**src/rtl/vec_alu_pkg.sv**
```systemverilog
// Shared definitions for the vec_alu_multilane vector ALU: funct6 codes, SEW
// encoding, FSM states, lane operation codes and element-boundary helpers.
package vec_alu_pkg;

  localparam logic [5:0] OP_VADD  = 6'b000000;
  localparam logic [5:0] OP_VSUB  = 6'b000010;
  localparam logic [5:0] OP_VRSUB = 6'b000011;
  localparam logic [5:0] OP_VAND  = 6'b001001;
  localparam logic [5:0] OP_VOR   = 6'b001010;
  localparam logic [5:0] OP_VXOR  = 6'b001011;
  localparam logic [5:0] OP_VMV   = 6'b010111;

  typedef enum logic [2:0] {
    SEW_8  = 3'd0,
    SEW_16 = 3'd1,
    SEW_32 = 3'd2,
    SEW_64 = 3'd3
  } sew_e;

  typedef enum logic {
    IDLE = 1'b0,
    RUN  = 1'b1
  } state_e;

  typedef enum logic [2:0] {
    LOP_ADD  = 3'd0,
    LOP_SUB  = 3'd1,
    LOP_AND  = 3'd2,
    LOP_OR   = 3'd3,
    LOP_XOR  = 3'd4,
    LOP_MOVA = 3'd5
  } lane_op_e;

  // Upper bound on beat width; wide enough for 64-bit lanes times 8 lanes.
  localparam int MAX_BEAT = 512;

  // Bit j is set when bit (base + j) of the register is the LSB of an element.
  function automatic logic [MAX_BEAT-1:0] elem_bound_mask(input logic [1:0] vsew,
                                                          input int beat_bits,
                                                          input int base);
    logic [MAX_BEAT-1:0] m;
    int sew_bits;
    m = '0;
    sew_bits = 32'sd8 << vsew;
    for (int j = 0; j < MAX_BEAT; j++) begin
      if (j < beat_bits) begin
        m[j] = (((base + j) & (sew_bits - 32'sd1)) == 32'sd0);
      end else begin
        m[j] = 1'b0;
      end
    end
    return m;
  endfunction

  function automatic logic op_supported(input logic [5:0] op);
    logic ok;
    case (op)
      OP_VADD, OP_VSUB, OP_VRSUB, OP_VAND, OP_VOR, OP_VXOR, OP_VMV: ok = 1'b1;
      default:                                                      ok = 1'b0;
    endcase
    return ok;
  endfunction

endpackage

```
**src/rtl/vec_alu_lane.sv**
```systemverilog
// One LW-bit SIMD lane: ripple add/sub with per-bit element-start kill, plus
// bitwise logic and pass-through of operand a.
module vec_alu_lane
  import vec_alu_pkg::*;
#(
  parameter int LW = 16
) (
  input  logic [LW-1:0] a,
  input  logic [LW-1:0] b,
  input  lane_op_e      op,
  input  logic          cin,
  input  logic [LW-1:0] kill,
  output logic [LW-1:0] res,
  output logic          cout
);

  logic [LW:0]   c_s;
  logic [LW-1:0] y_s;
  logic [LW-1:0] sum_s;
  logic          seed_s;
  logic          ci_s;

  // Carry chain restarts at element starts with the subtract seed (a + ~b + 1).
  always_comb begin
    seed_s = (op == LOP_SUB);
    y_s    = (op == LOP_SUB) ? ~b : b;
    c_s    = '0;
    sum_s  = '0;
    ci_s   = 1'b0;
    c_s[0] = cin;
    for (int j = 0; j < LW; j++) begin
      ci_s       = kill[j] ? seed_s : c_s[j];
      sum_s[j]   = a[j] ^ y_s[j] ^ ci_s;
      c_s[j+1]   = (a[j] & y_s[j]) | (ci_s & (a[j] ^ y_s[j]));
    end
    case (op)
      LOP_ADD, LOP_SUB: res = sum_s;
      LOP_AND:          res = a & b;
      LOP_OR:           res = a | b;
      LOP_XOR:          res = a ^ b;
      LOP_MOVA:         res = a;
      default:          res = a;
    endcase
  end

  assign cout = c_s[LW];

endmodule

```
**src/rtl/vec_alu_multilane.sv**
```systemverilog
// vec_alu_multilane: beat-serial vector integer ALU, NL lanes x LW bits per beat.
// Build macro VEC_ALU_MASK_EN adds the v0 mask port (mask-undisturbed elements).
module vec_alu_multilane
  import vec_alu_pkg::*;
#(
  parameter int VLEN       = 128,
  parameter int LANE_WIDTH = 4,
  parameter int NB_LANES   = 1
) (
  input  logic                  clk,
  input  logic                  reset,
  input  logic                  start,
  input  logic [5:0]            opcode,
  input  logic [2:0]            vsew,
  input  logic [$clog2(VLEN):0] vl,
  input  logic [VLEN-1:0]       vs1,
  input  logic [VLEN-1:0]       vs2,
  input  logic [VLEN-1:0]       vd_old,
`ifdef VEC_ALU_MASK_EN
  input  logic [VLEN-1:0]       v0,
`endif
  output logic                  busy,
  output logic                  done,
  output logic                  illegal,
  output logic [VLEN-1:0]       vd
);

  localparam int LW     = 1 << LANE_WIDTH;
  localparam int NL     = 1 << NB_LANES;
  localparam int BEAT   = LW * NL;
  localparam int NBEATS = VLEN / BEAT;
  localparam int BW     = (NBEATS > 1) ? $clog2(NBEATS) : 1;
  localparam int IW     = $clog2(VLEN);
  localparam int VLW    = $clog2(VLEN) + 1;

  state_e                       state_r, state_nxt_s;
  logic [5:0]                   op_r;
  logic [1:0]                   sew_r;
  logic [VLW-1:0]               vl_r;
  logic [NBEATS-1:0][BEAT-1:0]  vs1_r, vs2_r, vd_old_r, vd_r;
`ifdef VEC_ALU_MASK_EN
  logic [VLEN-1:0]              v0_r;
`endif
  logic [BW-1:0]                beat_r;
  logic                         carry_r;
  logic                         done_r;
  logic                         illegal_r;

  logic                         accept_s, legal_s, last_beat_s;
  lane_op_e                     lop_s;
  logic [BEAT-1:0]              a_s, b_s, kill_s, res_s, merged_s, old_s;
  logic [NL:0]                  lcarry_s;
  int                           beat_off_s;
  logic [31:0]                  idx_s;
  logic                         act_s;

  assign accept_s    = start && (state_r == IDLE);
  assign legal_s     = op_supported(opcode) && (vsew[2] == 1'b0);
  assign last_beat_s = (beat_r == BW'(NBEATS - 1));

  // FSM state register
  always_ff @(posedge clk) begin
    if (reset) state_r <= IDLE;
    else       state_r <= state_nxt_s;
  end

  // FSM next state: illegal requests never enter RUN
  always_comb begin
    state_nxt_s = state_r;
    case (state_r)
      IDLE: begin
        if (accept_s && legal_s) state_nxt_s = RUN;
        else                     state_nxt_s = IDLE;
      end
      RUN: begin
        if (last_beat_s) state_nxt_s = IDLE;
        else             state_nxt_s = RUN;
      end
      default: state_nxt_s = IDLE;
    endcase
  end

  // Beat operand steering and element-boundary kill mask
  always_comb begin
    beat_off_s = int'(beat_r) * BEAT;
    kill_s     = BEAT'(elem_bound_mask(sew_r, BEAT, beat_off_s));
    old_s      = vd_old_r[beat_r];
    lop_s      = LOP_MOVA;
    a_s        = vs1_r[beat_r];
    b_s        = vs2_r[beat_r];
    case (op_r)
      OP_VADD:  begin lop_s = LOP_ADD;  a_s = vs2_r[beat_r]; b_s = vs1_r[beat_r]; end
      OP_VSUB:  begin lop_s = LOP_SUB;  a_s = vs2_r[beat_r]; b_s = vs1_r[beat_r]; end
      OP_VRSUB: begin lop_s = LOP_SUB;  a_s = vs1_r[beat_r]; b_s = vs2_r[beat_r]; end
      OP_VAND:  begin lop_s = LOP_AND;  a_s = vs2_r[beat_r]; b_s = vs1_r[beat_r]; end
      OP_VOR:   begin lop_s = LOP_OR;   a_s = vs2_r[beat_r]; b_s = vs1_r[beat_r]; end
      OP_VXOR:  begin lop_s = LOP_XOR;  a_s = vs2_r[beat_r]; b_s = vs1_r[beat_r]; end
      OP_VMV:   begin lop_s = LOP_MOVA; a_s = vs1_r[beat_r]; b_s = vs2_r[beat_r]; end
      default:  begin lop_s = LOP_MOVA; a_s = vs1_r[beat_r]; b_s = vs2_r[beat_r]; end
    endcase
  end

  assign lcarry_s[0] = carry_r;

  for (genvar i = 0; i < NL; i++) begin : g_lane
    vec_alu_lane #(.LW(LW)) u_lane (
      .a    (a_s[i*LW +: LW]),
      .b    (b_s[i*LW +: LW]),
      .op   (lop_s),
      .cin  (lcarry_s[i]),
      .kill (kill_s[i*LW +: LW]),
      .res  (res_s[i*LW +: LW]),
      .cout (lcarry_s[i+1])
    );
  end

  // Tail/mask merge; element index is always below VLEN/SEW, so idx < vl clamps vl
  always_comb begin
    merged_s = old_s;
    idx_s    = 32'd0;
    act_s    = 1'b0;
    for (int j = 0; j < BEAT; j++) begin
      idx_s = (32'(beat_off_s) + 32'(j)) >> (32'd3 + 32'(sew_r));
`ifdef VEC_ALU_MASK_EN
      act_s = (idx_s < 32'(vl_r)) && v0_r[idx_s[IW-1:0]];
`else
      act_s = (idx_s < 32'(vl_r)) && (idx_s[IW-1:0] == idx_s[IW-1:0]);
`endif
      merged_s[j] = act_s ? res_s[j] : old_s[j];
    end
  end

  // Operand capture, beat write-back, carry and completion flags
  always_ff @(posedge clk) begin
    if (reset) begin
      op_r      <= 6'd0;
      sew_r     <= 2'd0;
      vl_r      <= '0;
      vs1_r     <= '0;
      vs2_r     <= '0;
      vd_old_r  <= '0;
`ifdef VEC_ALU_MASK_EN
      v0_r      <= '0;
`endif
      vd_r      <= '0;
      beat_r    <= '0;
      carry_r   <= 1'b0;
      done_r    <= 1'b0;
      illegal_r <= 1'b0;
    end else begin
      done_r    <= 1'b0;
      illegal_r <= 1'b0;
      if (accept_s) begin
        op_r     <= opcode;
        sew_r    <= vsew[1:0];
        vl_r     <= vl;
        vs1_r    <= vs1;
        vs2_r    <= vs2;
        vd_old_r <= vd_old;
`ifdef VEC_ALU_MASK_EN
        v0_r     <= v0;
`endif
        beat_r   <= '0;
        carry_r  <= 1'b0;
        if (!legal_s) begin
          done_r    <= 1'b1;
          illegal_r <= 1'b1;
          vd_r      <= vd_old;
        end
      end else if (state_r == RUN) begin
        vd_r[beat_r] <= merged_s;
        carry_r      <= lcarry_s[NL];
        beat_r       <= beat_r + BW'(1);
        if (last_beat_s) done_r <= 1'b1;
      end
    end
  end

  assign busy    = (state_r == RUN);
  assign done    = done_r;
  assign illegal = illegal_r;
  assign vd      = vd_r;

endmodule
```
**config.mk**
```make
export PLATFORM = sky130hd
export DESIGN_NAME = vec_alu_multilane
export DESIGN_NICKNAME = d
export VERILOG_FILES = /design/src/rtl/vec_alu_pkg.sv /design/src/rtl/vec_alu_lane.sv /design/src/rtl/vec_alu_multilane.sv
export SDC_FILE = /design/constraint.sdc
export NUM_CORES = 1
export LEC_CHECK = 0
export CORE_ASPECT_RATIO = 1.5
export CORE_MARGIN = 8
export CORE_UTILIZATION = 50
export DETAILED_ROUTE_END_ITERATION = 16
export PLACE_DENSITY = 0.79
export SYNTH_ARGS = -nofsm -noshare
export SYNTH_HDL_FRONTEND = slang
export SYNTH_SLANG_ARGS = --single-unit
```
**constraint.sdc**
```tcl
create_clock -name clk -period 43.6 [get_ports clk]
set_input_delay 4.36 -clock clk [delete_from_list [all_inputs] [get_ports clk]]
set_output_delay 4.36 -clock clk [all_outputs]
set_load 0.1 [all_outputs]
```
; Word-level counts from Yosys, hierarchy flattened
; Index checks and enable logic that the tools add are counted.
[totals]
inputBits = 404
n_memories = 0
regBits = 534
ramBits = 0
out_inout_bits = 131
elab_cells = 483
latch_bits = 0
mem_bits_ro = 0
[op_classes]
muxes = 91
eq_ne = 17
order_cmp = 34
mul = 0
shift = 33
n_div = 0
add_sub_neg = 34
n_reduce_logical = 47
n_bitwise = 203
[op_table]
columns = cell, count
row1 = $logic_not 32->1, 32
row2 = $lt 32x8->1, 32
row3 = $and 32x32->32, 31
row4 = $shr 8x32->32, 30
row5 = $mux 128, 3
row6 = $bmux 32 s2, 3
row7 = $mux 32, 6
row8 = $add 7x5->8 const B, 16
row9 = $bwmux 128, 1
row10 = $pmux 16 s4, 2
row11 = $mux 1, 71
row12 = $add 7x4->8 const B, 8
row13 = $and 1x1->1, 64
row14 = $demux 32 s2, 1
row15 = $xor 1x1->1, 64
row16 = $eq 6x4->1 const B, 6
row17 = $add 7x3->8 const B, 4
row18 = $and 16x16->16, 2
row19 = $and 8x32->32, 1
row20 = $mux 16, 2
row21 = $not 16->16, 2
row22 = $or 1x1->1, 32
row23 = $or 16x16->16, 2
row24 = $shl 4x2->32 const A, 1
row25 = 28 further kinds, 43

; Depth between registers and ports, before layout
; Gate-level depths: netlist of the first run.
[logic_depth]
word_depth = 105
ltp_mapped = 52

; Cells and area by module
; A second synthesis of the first run with hierarchy kept.
[hier_totals]
cells_unflattened = 3204
area_unflattened_um2 = 27128.5
[by_module_without_submodules]
columns = module, area_per_inst_um2, n_inst, seq_area_each_um2, cells_per_inst
row1 = vec_alu_multilane, 23028.3, 1, 10690.3, 2685
row2 = vec_alu_lane at g_lane[1].u_lane, 2063.2, 1, 0.0, 254
row3 = vec_alu_lane at g_lane[0].u_lane, 2037.0, 1, 0.0, 265

; Least setup slack after synthesis of the first run
; No wires, ideal clock.
[synth_path]
path_kind = register to register
from = register op_r[4]
to = register vd_r (netlist bit vd[127])
synth_period_minus_slack_ps = 15170
setup_ps = 134
slack_ps = 28430
stages_incl_launch_ff = 51
t_arrival_ps = 15036
path_cell_list = dfxtp_1 > or3_1 > nor3_2 > buf_4 > buf_4 > buf_2 > mux2_2 > xnor2_1 > fa_1 > inv_1 > fa_1 > fa_1 > fa_1 > fa_1 > fa_1 > fa_1 > fa_1 > mux2_2 > [15 not listed] > fa_1 > fa_1 > mux2_2 > fa_1 > fa_1 > fa_1 > fa_1 > fa_1 > inv_1 > fa_1 > inv_1 > fa_1 > inv_1 > fa_1 > a2bb2oi_1 > a22oi_2 > nand2_1 > a211oi_1
[synth_between]
elab_chain_cells = 105
elab_cells_between_ends = 187
classes_between = eq/ne (9) / mux (42) / bitwise (131) / reduce/logical (5)
[synth_lines]
columns = item, line_no
row1 = "start, declared", vec_alu_multilane.sv:37  ; logic [5:0] op_r;
row2 = "start signal, assigned", vec_alu_multilane.sv:154  ; op_r <= opcode;
row3 = "$eq 6x2->1, or another cell as far along", vec_alu_multilane.sv:91  ; case (op_r)
row4 = $reduce_or 2->1 (no line) / $reduce_or 5->1 (equally long branches), n/a
row5 = $pmux 3 s5 / $mux 32 (equally long branches), n/a
row6 = $eq 3x1->1 / $not 16->16 (equally long branches), "vec_alu_lane.sv:25, vec_alu_lane.sv:26, vec_alu_lane.sv:36"
row7 = $mux 16, vec_alu_lane.sv:26  ; y_s = (op == LOP_SUB) ? ~b : b;
row8 = $xor 1x1->1, vec_alu_lane.sv:34  ; c_s[j+1] = (a[j] & y_s[j]) | (ci_s & (a[j] ^ y_s[j]));
row9 = $and 1x1->1, vec_alu_lane.sv:34
row10 = $or 1x1->1, vec_alu_lane.sv:34
row11 = [89 not listed], n/a
row12 = $or 1x1->1, vec_alu_lane.sv:34
row13 = $mux 1, vec_alu_lane.sv:32  ; ci_s = kill[j] ? seed_s : c_s[j];
row14 = $xor 1x1->1, vec_alu_lane.sv:33  ; sum_s[j] = a[j] ^ y_s[j] ^ ci_s;
row15 = $pmux 16 s4 *, vec_alu_lane.sv:36  ; case (op)
row16 = $mux 1 *, vec_alu_multilane.sv:129  ; merged_s[j] = act_s ? res_s[j] : old_s[j];
row17 = $bwmux 128 *, vec_alu_multilane.sv:171  ; vd_r[beat_r] <= merged_s;
row18 = $mux 128 *, vec_alu_multilane.sv:170  ; end else if (state_r == RUN) begin
row19 = $mux 128 *, vec_alu_multilane.sv:153  ; if (accept_s) begin
row20 = "end signal, assigned", vec_alu_multilane.sv:168  ; vd_r <= vd_old;
row21 = "end signal, assigned by index", vec_alu_multilane.sv:171
row22 = "end, declared", vec_alu_multilane.sv:40  ; logic [NBEATS-1:0][BEAT-1:0] vs1_r, vs2_r, vd_old_r, vd_r;
; Every way passes the cells marked *; elsewhere a longest branch is shown, timed or not. The select of a mux whose other input is x is not followed.
; A chain may end at the register's enable or synchronous reset.

; Worst setup path in the final report of the first run
[layout_path]
from = register op_r[4]
to = register vd_r (netlist bit vd[63])
; Same word-level chain as after synthesis.

==> results of run 1 <==
-- metal layers --
layer  up-vias  GRT usage (%)  share of wire [%]
met5         -              0                  0
met4         0           14.2                4.8
met3       219           4.90                7.7
met2      1073           47.7                 48
met1     11600           35.5                 40
li1      11500              -                  -
-- registers in the layout, indices dropped and copies added, names as in the netlist --
register,count
vd,128
vd_old_r,128
op_r,6
illegal,1
vl_r,8
sew_r,2
carry_r,1
vs2_r,128
beat_r,2
vs1_r,128
busy,1
done,1
-- power groups by stage --
stage / Combinational, W / Sequential, W / Clock (W)
floorplan: 0.000141 / 0.000616 / 0
global route: 0.000344 / 0.000542 / 0.000481
CTS: 0.000320 / 0.000539 / 0.000461
detailed placement: 0.000319 / 0.000550 / 0
global placement: 0.000315 / 0.000548 / 0
finish: 0.000322 / 0.000539 / 0.000455
-- cell usage in the layout (no fill, tap or decap), types with 10 or more instances in the layout --
master / n
sky130_fd_sc_hd__ha_1: 72
sky130_fd_sc_hd__nand2_1: 874
sky130_fd_sc_hd__o22ai_1: 40
sky130_fd_sc_hd__dfxtp_1: 532
sky130_fd_sc_hd__a311oi_1: 68
sky130_fd_sc_hd__clkinv_2: 12
sky130_fd_sc_hd__mux4_2: 96
sky130_fd_sc_hd__mux2_2: 43
sky130_fd_sc_hd__fa_1: 32
sky130_fd_sc_hd__a21oi_1: 411
sky130_fd_sc_hd__o31a_1: 10
sky130_fd_sc_hd__o221ai_1: 32
sky130_fd_sc_hd__clkbuf_16: 51
sky130_fd_sc_hd__nor4_1: 10
sky130_fd_sc_hd__or3_1: 17
sky130_fd_sc_hd__diode_2: 11
sky130_fd_sc_hd__nor3_1: 29
sky130_fd_sc_hd__clkdlybuf4s50_1: 533
sky130_fd_sc_hd__a221oi_1: 33
sky130_fd_sc_hd__nor2_1: 139
sky130_fd_sc_hd__xor2_1: 29
sky130_fd_sc_hd__and3_1: 22
sky130_fd_sc_hd__o21ai_0: 33
sky130_fd_sc_hd__nand3_1: 24
sky130_fd_sc_hd__a21o_1: 10
sky130_fd_sc_hd__buf_4: 23
sky130_fd_sc_hd__mux2i_1: 17
sky130_fd_sc_hd__inv_1: 75
sky130_fd_sc_hd__clkbuf_8: 10
sky130_fd_sc_hd__a211oi_1: 45
sky130_fd_sc_hd__o211ai_1: 15
-- metrics by stage --
step           hold slack, ns  power, W  instance area (um^2)  setup slack, ns
6_report                0.451   0.00132                 33400            27.38
5_1_grt                 0.464   0.00137                 33400            26.79
4_1_cts                 0.451   0.00132                 33400            27.49
3_5_place_dp            0.443  0.000869                 31700            27.52
3_3_place_gp            0.439  0.000863                 31700            27.61
2_1_floorplan           0.433  0.000757                 26300            28.43
-- logic make-up after synthesis --
group           count (synthesis)  share of synthesized area [%]
simple gates                 1182                           18.3
flops                         534                           40.7
mux                           156                           10.7
buf+inv                       335                           5.11
fa+ha+maj                     104                           5.87
compound gates                750                           18.1
xor+xnor                       33                           1.10
-- worst max-delay path: cells and delay by family, from the launching register on --
kind / cells / cell delay (ns)
simple gates: 3 / 0.99
compound gates: 3 / 0.34
xor+xnor: 1 / 0.20
flops: 1 / 0.36
buf+inv: 5 / 0.58
fa+ha+maj: 32 / 12.31
mux: 4 / 1.29
-- final cells by class --
cell class	count	area, um^2	area share, %
flip-flops and latches	534	10700	32.0
diodes	11	27.5	0.0823
clock inverters	23	255	0.763
multi-input cells	2225	14300	42.7
well taps	682	853	2.55
clock buffers	68	1440	4.31
inverters	75	282	0.842
repair buffers	561	5600	16.8
-- final timing paths --
check | slack, ns | end
worst min register to register | 0.45 | vs1_r[68]
worst max register to register | 27.38 | vd[63]
worst min-delay path | 0.45 | vs1_r[68]
worst max-delay path | 27.38 | vd[63]
==> impl_summary.log, run 1 <==
[metrics] run status: finished clean
[metrics] worst hold stages: 2
[metrics] Die Outline Area: approximately 60,000 um^2
[metrics] power per standard cell area: approximately 40 nW/um^2
[metrics] Slew Limit Headroom: about a fifth
[metrics] Fin Setup TNS: 0 ns
[metrics] setup violators final: 0
[metrics] post-synth top area share: 40.7%
[metrics] nature of the critical path startpoint: register
[metrics] portion of total power attributed to sequential cells: roughly two fifths
[metrics] Arr. time, crit path: 16.66 ns
[metrics] count of endpoints failing hold in the final timing report: 0
[metrics] switching share of power: between 30% and 40%
[metrics] Worst EP required: 44.04 ns
[metrics] via count: between 20k and 25k
[metrics] # H-tree levels: 2
[metrics] cell area after technology mapping: 26,300 um^2
[metrics] pin count of the biggest net entering global routing: 248
[metrics] worst flop-to-flop path startpoint: op_r[4]
[metrics] floorplan die width: a little over 200 um
[metrics] Layout Utilization: between 60 and 70%
[metrics] number of nets in the final layout: 3,955
[metrics] Clock Tree Root: sky130_fd_sc_hd__clkbuf_16
[metrics] Std-Cell Rows: 103
[metrics] post-detailed-route DRC marker count: 0
[metrics] category of the worst setup path capture point: register
[metrics] synthesized area per cell: ~8.5 um^2
[metrics] number of antenna violations at the first check in global routing: 11
[metrics] fraction of layout cells with a size suffix above 1: 8.46%
[metrics] postcts setup bufs: 0
[metrics] Critical Path Most Common Cell: sky130_fd_sc_hd__fa_1
[metrics] total iterations of the first detailed-routing run: 6
[metrics] launch point of the worst path: op_r[4]
[metrics] clock latency reported for the late side of the worst-skew pair: around 0.60 ns
[metrics] max capacitance violation total: 0
[metrics] leakage power: around 12 nW
[metrics] number of enable-type register cells in the synthesized netlist: 0
[metrics] leading register cell type out of synthesis: sky130_fd_sc_hd__dfxtp_1
[metrics] async set-reset flop share out of synthesis: 0%
[metrics] Syn Nets: about 3.6k
[metrics] HPWL Detailed: 65.1 mm
[metrics] Total Routing Usage GR: between 20 and 30%
[metrics] Post-Synthesis Cells: about 3.1k
[metrics] boundary pin count: 535
[metrics] TritonCTS sink count: ~530
[metrics] YS warnings: 0
[metrics] clock period minus worst slack: 16.22 ns
[metrics] largest fanout on the critical path: 25
[metrics] total grt overflow: 0
[metrics] Detailed Route Iter0 Violations: 2,030
[metrics] peak per-stage delay on the critical path: 0.64 ns
[metrics] reported net switching power: 0.000426 W
[metrics] Max VDD drop: 31.1 uV
[metrics] worst clock skew: 0.0300 ns
[metrics] sequential share of the synthesized area: between 40% and 50%
[metrics] wire length per cell: about 22 um
[metrics] clock edge transition at the registers on the reported setup and hold paths: ~0.070 ns
[metrics] biggest area consumer among synthesized cells: sky130_fd_sc_hd__dfxtp_1
[metrics] worst hold-check path type: register to register
[metrics] Starting Density: 50.2%
[metrics] top-count cell post-synth: sky130_fd_sc_hd__nand2_1
[metrics] Slew @ Worst Pin: roughly 1.2 ns
[metrics] cts-stage hold buffer count: 0
[metrics] total of flip-flops plus latches after synthesis: approximately 530
[metrics] relative area change from synthesis to final layout: 27.4%
[metrics] Resize count post-CTS: 0
[metrics] Internal Pwr Total: 0.000890 W
[metrics] setup repair after global routing missed its margin: no
[metrics] area of the core: around 52,000 um^2
[metrics] per-cell via count in the routed design: between 5 and 6
[metrics] depth of the worst register-to-register path: 48
[metrics] Period Utilization, post-route: about 37%
[metrics] Setup CP Type: register to register
[metrics] DRT antenna net count: 0
[metrics] final instance count without filler cells: 4,179
[metrics] placer congestion estimate: a little over 0.9
[metrics] Clk pwr share: 34.6%
[metrics] CTS max path bufs: 3
[metrics] power share of the combinational group: ~25%
[metrics] first-pass GRT wire length: 137 mm
[metrics] top cells by area in the synthesized netlist: sky130_fd_sc_hd__dfxtp_1 (41%), sky130_fd_sc_hd__nand2_1 (13%), sky130_fd_sc_hd__mux4_2 (8.2%), sky130_fd_sc_hd__a21oi_1 (7.8%), sky130_fd_sc_hd__ha_1 (3.4%)
[metrics] Cell Count Post-Placement: about 4.1k
[metrics] synth unique cells: 63
[metrics] Critical-path top delay cell: sky130_fd_sc_hd__or3_1
[metrics] leading post-synthesis cells by instance count: sky130_fd_sc_hd__nand2_1 (878), sky130_fd_sc_hd__dfxtp_1 (534), sky130_fd_sc_hd__a21oi_1 (411)
[metrics] number of fill cells: 4,437
[metrics] fmax: 61.6 MHz
[metrics] final wirelength: ~90 mm
[metrics] total clock buffers created by CTS: 50
[metrics] CTS tree: done
[metrics] overall die height: just under 300 um
[metrics] number of global-route vias before repair: about 24k
[metrics] Hold Path Origin: vs1_r[68]
[metrics] Port Buffers: approximately 530
[metrics] fin. max-slew vios: 0
Note: power is estimated with default switching activity, not from simulation.
==> run 2: changes to the inputs <==
--- a/config.mk
+++ b/config.mk
@@ -7,9 +7,9 @@
 export LEC_CHECK = 0
 export CORE_ASPECT_RATIO = 1.5
 export CORE_MARGIN = 8
-export CORE_UTILIZATION = 50
+export CORE_UTILIZATION = 47
 export DETAILED_ROUTE_END_ITERATION = 16
-export PLACE_DENSITY = 0.79
+export PLACE_DENSITY = 0.78
 export SYNTH_ARGS = -nofsm -noshare
 export SYNTH_HDL_FRONTEND = slang
 export SYNTH_SLANG_ARGS = --single-unit
==> constraint.sdc (replaced) <==
create_clock -name clk -period 14.86 [get_ports clk]
set_input_delay 1.486 -clock clk [delete_from_list [all_inputs] [get_ports clk]]
set_output_delay 1.486 -clock clk [all_outputs]
set_load 0.1 [all_outputs]
==> run 2 against run 1 <==
Net effect: via count is 0.81% higher; routed wire length is 1.6% higher; clock skew is 0.0086 ns lower; critical path type unchanged; critical endpoint is now vd[127].
==> impl_summary.log, run 2 (synthesized netlist as in run 1, its figures left out) <==
[metrics] floorplan die width: 209 um (+2.9%)
[metrics] total iterations of the first detailed-routing run: 6 (unchanged)
[metrics] highest-count cells in the layout ignoring fill and taps: sky130_fd_sc_hd__nand2_1 (874), sky130_fd_sc_hd__clkdlybuf4s50_1 (533), sky130_fd_sc_hd__dfxtp_1 (532)
[metrics] setup repair after global routing missed its margin: no
[metrics] worst hold-check path type: register to register
[metrics] number of nets in the final layout: 3,995 (+1.0%)
[metrics] TritonCTS sink count: 534 (unchanged)
[metrics] largest fanout on the critical path: 4 (-84%)
[metrics] Max VDD drop: 76.6 uV (+150%)
[metrics] Total Routing Usage GR: 27.5% (-1.1 points)
[metrics] clock edge transition at the registers on the reported setup and hold paths: 0.06 ns (about the same)
[metrics] leakage power: 12.6 nW (+1.5%)
[metrics] wire length per cell: 21.6 um (about the same)
[metrics] Slew Limit Headroom: 18.8% (+0.16 points)
[metrics] CTS tree: done
[metrics] number of antenna violations at the first check in global routing: 13 (+2)
[metrics] area of the core: 55,400 um^2 (+6.0%)
[metrics] total grt overflow: 0 (unchanged)
[metrics] Port Buffers: 534 (unchanged)
[metrics] Arr. time, crit path: 14.92 ns (-1.74 ns)
[metrics] worst setup timing slack at the placement stage: -0.326 ns (-27.85 ns)
[metrics] placer congestion estimate: 0.938 (+2.7%)
[metrics] max capacitance violation total: 0 (unchanged)
[metrics] number of global-route vias before repair: 24.2k (+0.75%)
[metrics] minimum setup slack in the final design: 0.376 ns (-27.00 ns)
[metrics] fin. max-slew vios: 0 (unchanged)
[metrics] pin count of the biggest net entering global routing: 241 (-2.8%)
[metrics] Detailed Route Iter0 Violations: 2,256 (+11%)
[metrics] run status: finished clean
[metrics] relative area change from synthesis to final layout: 28.7%
[metrics] final wirelength: 91.5 mm (+1.6%)
[metrics] first-pass GRT wire length: 140 mm (+2.3%)
[metrics] most frequent standard cell in the layout excluding fill and tap cells: sky130_fd_sc_hd__nand2_1
[metrics] per-cell via count in the routed design: 5.80 (-0.69%)
[metrics] fraction of layout cells with a size suffix above 1: 10.2% (+1.7 points)
[metrics] clock period minus worst slack: 14.48 ns (-1.74 ns)
[metrics] overall die height: 305 um (+3.0%)
[metrics] post-detailed-route DRC marker count: 0 (unchanged)
[metrics] HPWL Detailed: 67.6 mm (+3.8%)
[metrics] category of the worst setup path capture point: register
[metrics] power per standard cell area: 114 nW/um^2 (+190%)
[metrics] Clock Tree Root: sky130_fd_sc_hd__clkbuf_16
[metrics] Std-Cell Rows: 106 (+2.9%)
[metrics] boundary pin count: 535 (unchanged)
[metrics] Slew @ Worst Pin: 1.21 ns (-0.00667 ns)
[metrics] CTS max path bufs: 3 (unchanged)
[metrics] Setup CP Type: register to register
[metrics] fmax: 69.0 MHz (+12%)
[metrics] Fin Setup TNS: 0 ns (unchanged)
[metrics] # H-tree levels: 2 (unchanged)
[metrics] count of endpoints failing hold in the final timing report: 0 (unchanged)
[metrics] total clock buffers created by CTS: 51 (+2.0%)
[metrics] clock latency reported for the late side of the worst-skew pair: 0.60 ns (about the same)
[metrics] worst clock skew: 0.0214 ns (-0.00858 ns)
[metrics] Starting Density: 47.4% (-2.8 points)
[metrics] nature of the critical path startpoint: register
[metrics] via count: 24.6k (+0.81%)
[metrics] Worst EP required: 15.30 ns (-28.74 ns)
[metrics] Period Utilization, post-route: 97.5% (+60 points)
[metrics] setup violators final: 0 (unchanged)
[metrics] Die Outline Area: 63,800 um^2 (+6.0%)
[metrics] Critical-path top delay cell: sky130_fd_sc_hd__fa_1
[metrics] Critical Path Most Common Cell: sky130_fd_sc_hd__fa_2
[metrics] DRT antenna net count: 0 (unchanged)
[metrics] peak per-stage delay on the critical path: 0.42 ns (-0.22 ns)
run 2: where the power goes:
| group | total [W] | internal [W] | switching (W) | leakage [nW] |
|---|---|---|---|---|
| sequential | 0.00158 | 0.00152 | 0.0000540 | 4.41 |
| clock | 0.00130 | 0.000721 | 0.000583 | 0.824 |
| combinational | 0.000959 | 0.000342 | 0.000617 | 7.36 |
run 2: routing by layer:
metal  global-route usage [%]  part of all wire [%]
met5                        0                 0.013
met4                     11.3                   3.9
met3                     5.45                   7.2
met2                     47.1                    49
met1                     33.3                    39
run 2: cell type report:
| class | instances | area, um^2 |
|---|---|---|
| multi-input combinational | 2225 | 14400 |
| sequential | 534 | 10700 |
| clock inverter | 23 | 179 |
| inverter | 75 | 282 |
| tap | 702 | 878 |
| fill | 4767 | 21700 |
| antenna | 10 | 25.0 |
| timing repair buffer | 600 | 5860 |
| clock buffer | 73 | 1490 |
run 2: path summary, 6_finish.rpt:
path / cells past startpoint / slack, ns / from / endpoint
hold reg to reg: 2 / 0.45 / vs1_r[26] / vs1_r[26]
setup / recovery: 47 / 0.38 / op_r[5] / vd[127]
hold / removal: 2 / 0.45 / vs1_r[26] / vs1_r[26]
setup reg to reg: 47 / 0.38 / op_r[5] / vd[127]
run 2: metrics by stage:
stage,instance area [um^2],cells,hold WS (ns),power (W),utilization (%)
after CTS,33700,4232,0.453,0.00385,60.8
after detailed placement,32000,4136,0.444,0.00256,57.8
after floorplan,26300,3094,0.433,0.00222,-
after global routing,33800,4242,0.466,0.00400,60.9
final,33800,4242,0.452,0.00384,60.9
after global placement,32000,4136,0.438,0.00254,57.8
run 2: what timing repair did:
item,4_1_cts,5_1_grt
hold buffers,0,0
setup buffers,0,0
resized for setup,11,9
pin swaps,1,4
setup endpoints to repair,8,8
run 2: critical path: cells and delay by family, from the launching register on:
kind	cells	cell delay [ns]
and+or+nand+nor	3	0.65
AOI/OAI and AO/OA	3	0.31
buffers and inverters	4	0.26
xor gates and xnor gates	1	0.15
muxes	4	1.21
adders and majority gates	32	11.38
DFF	1	0.34
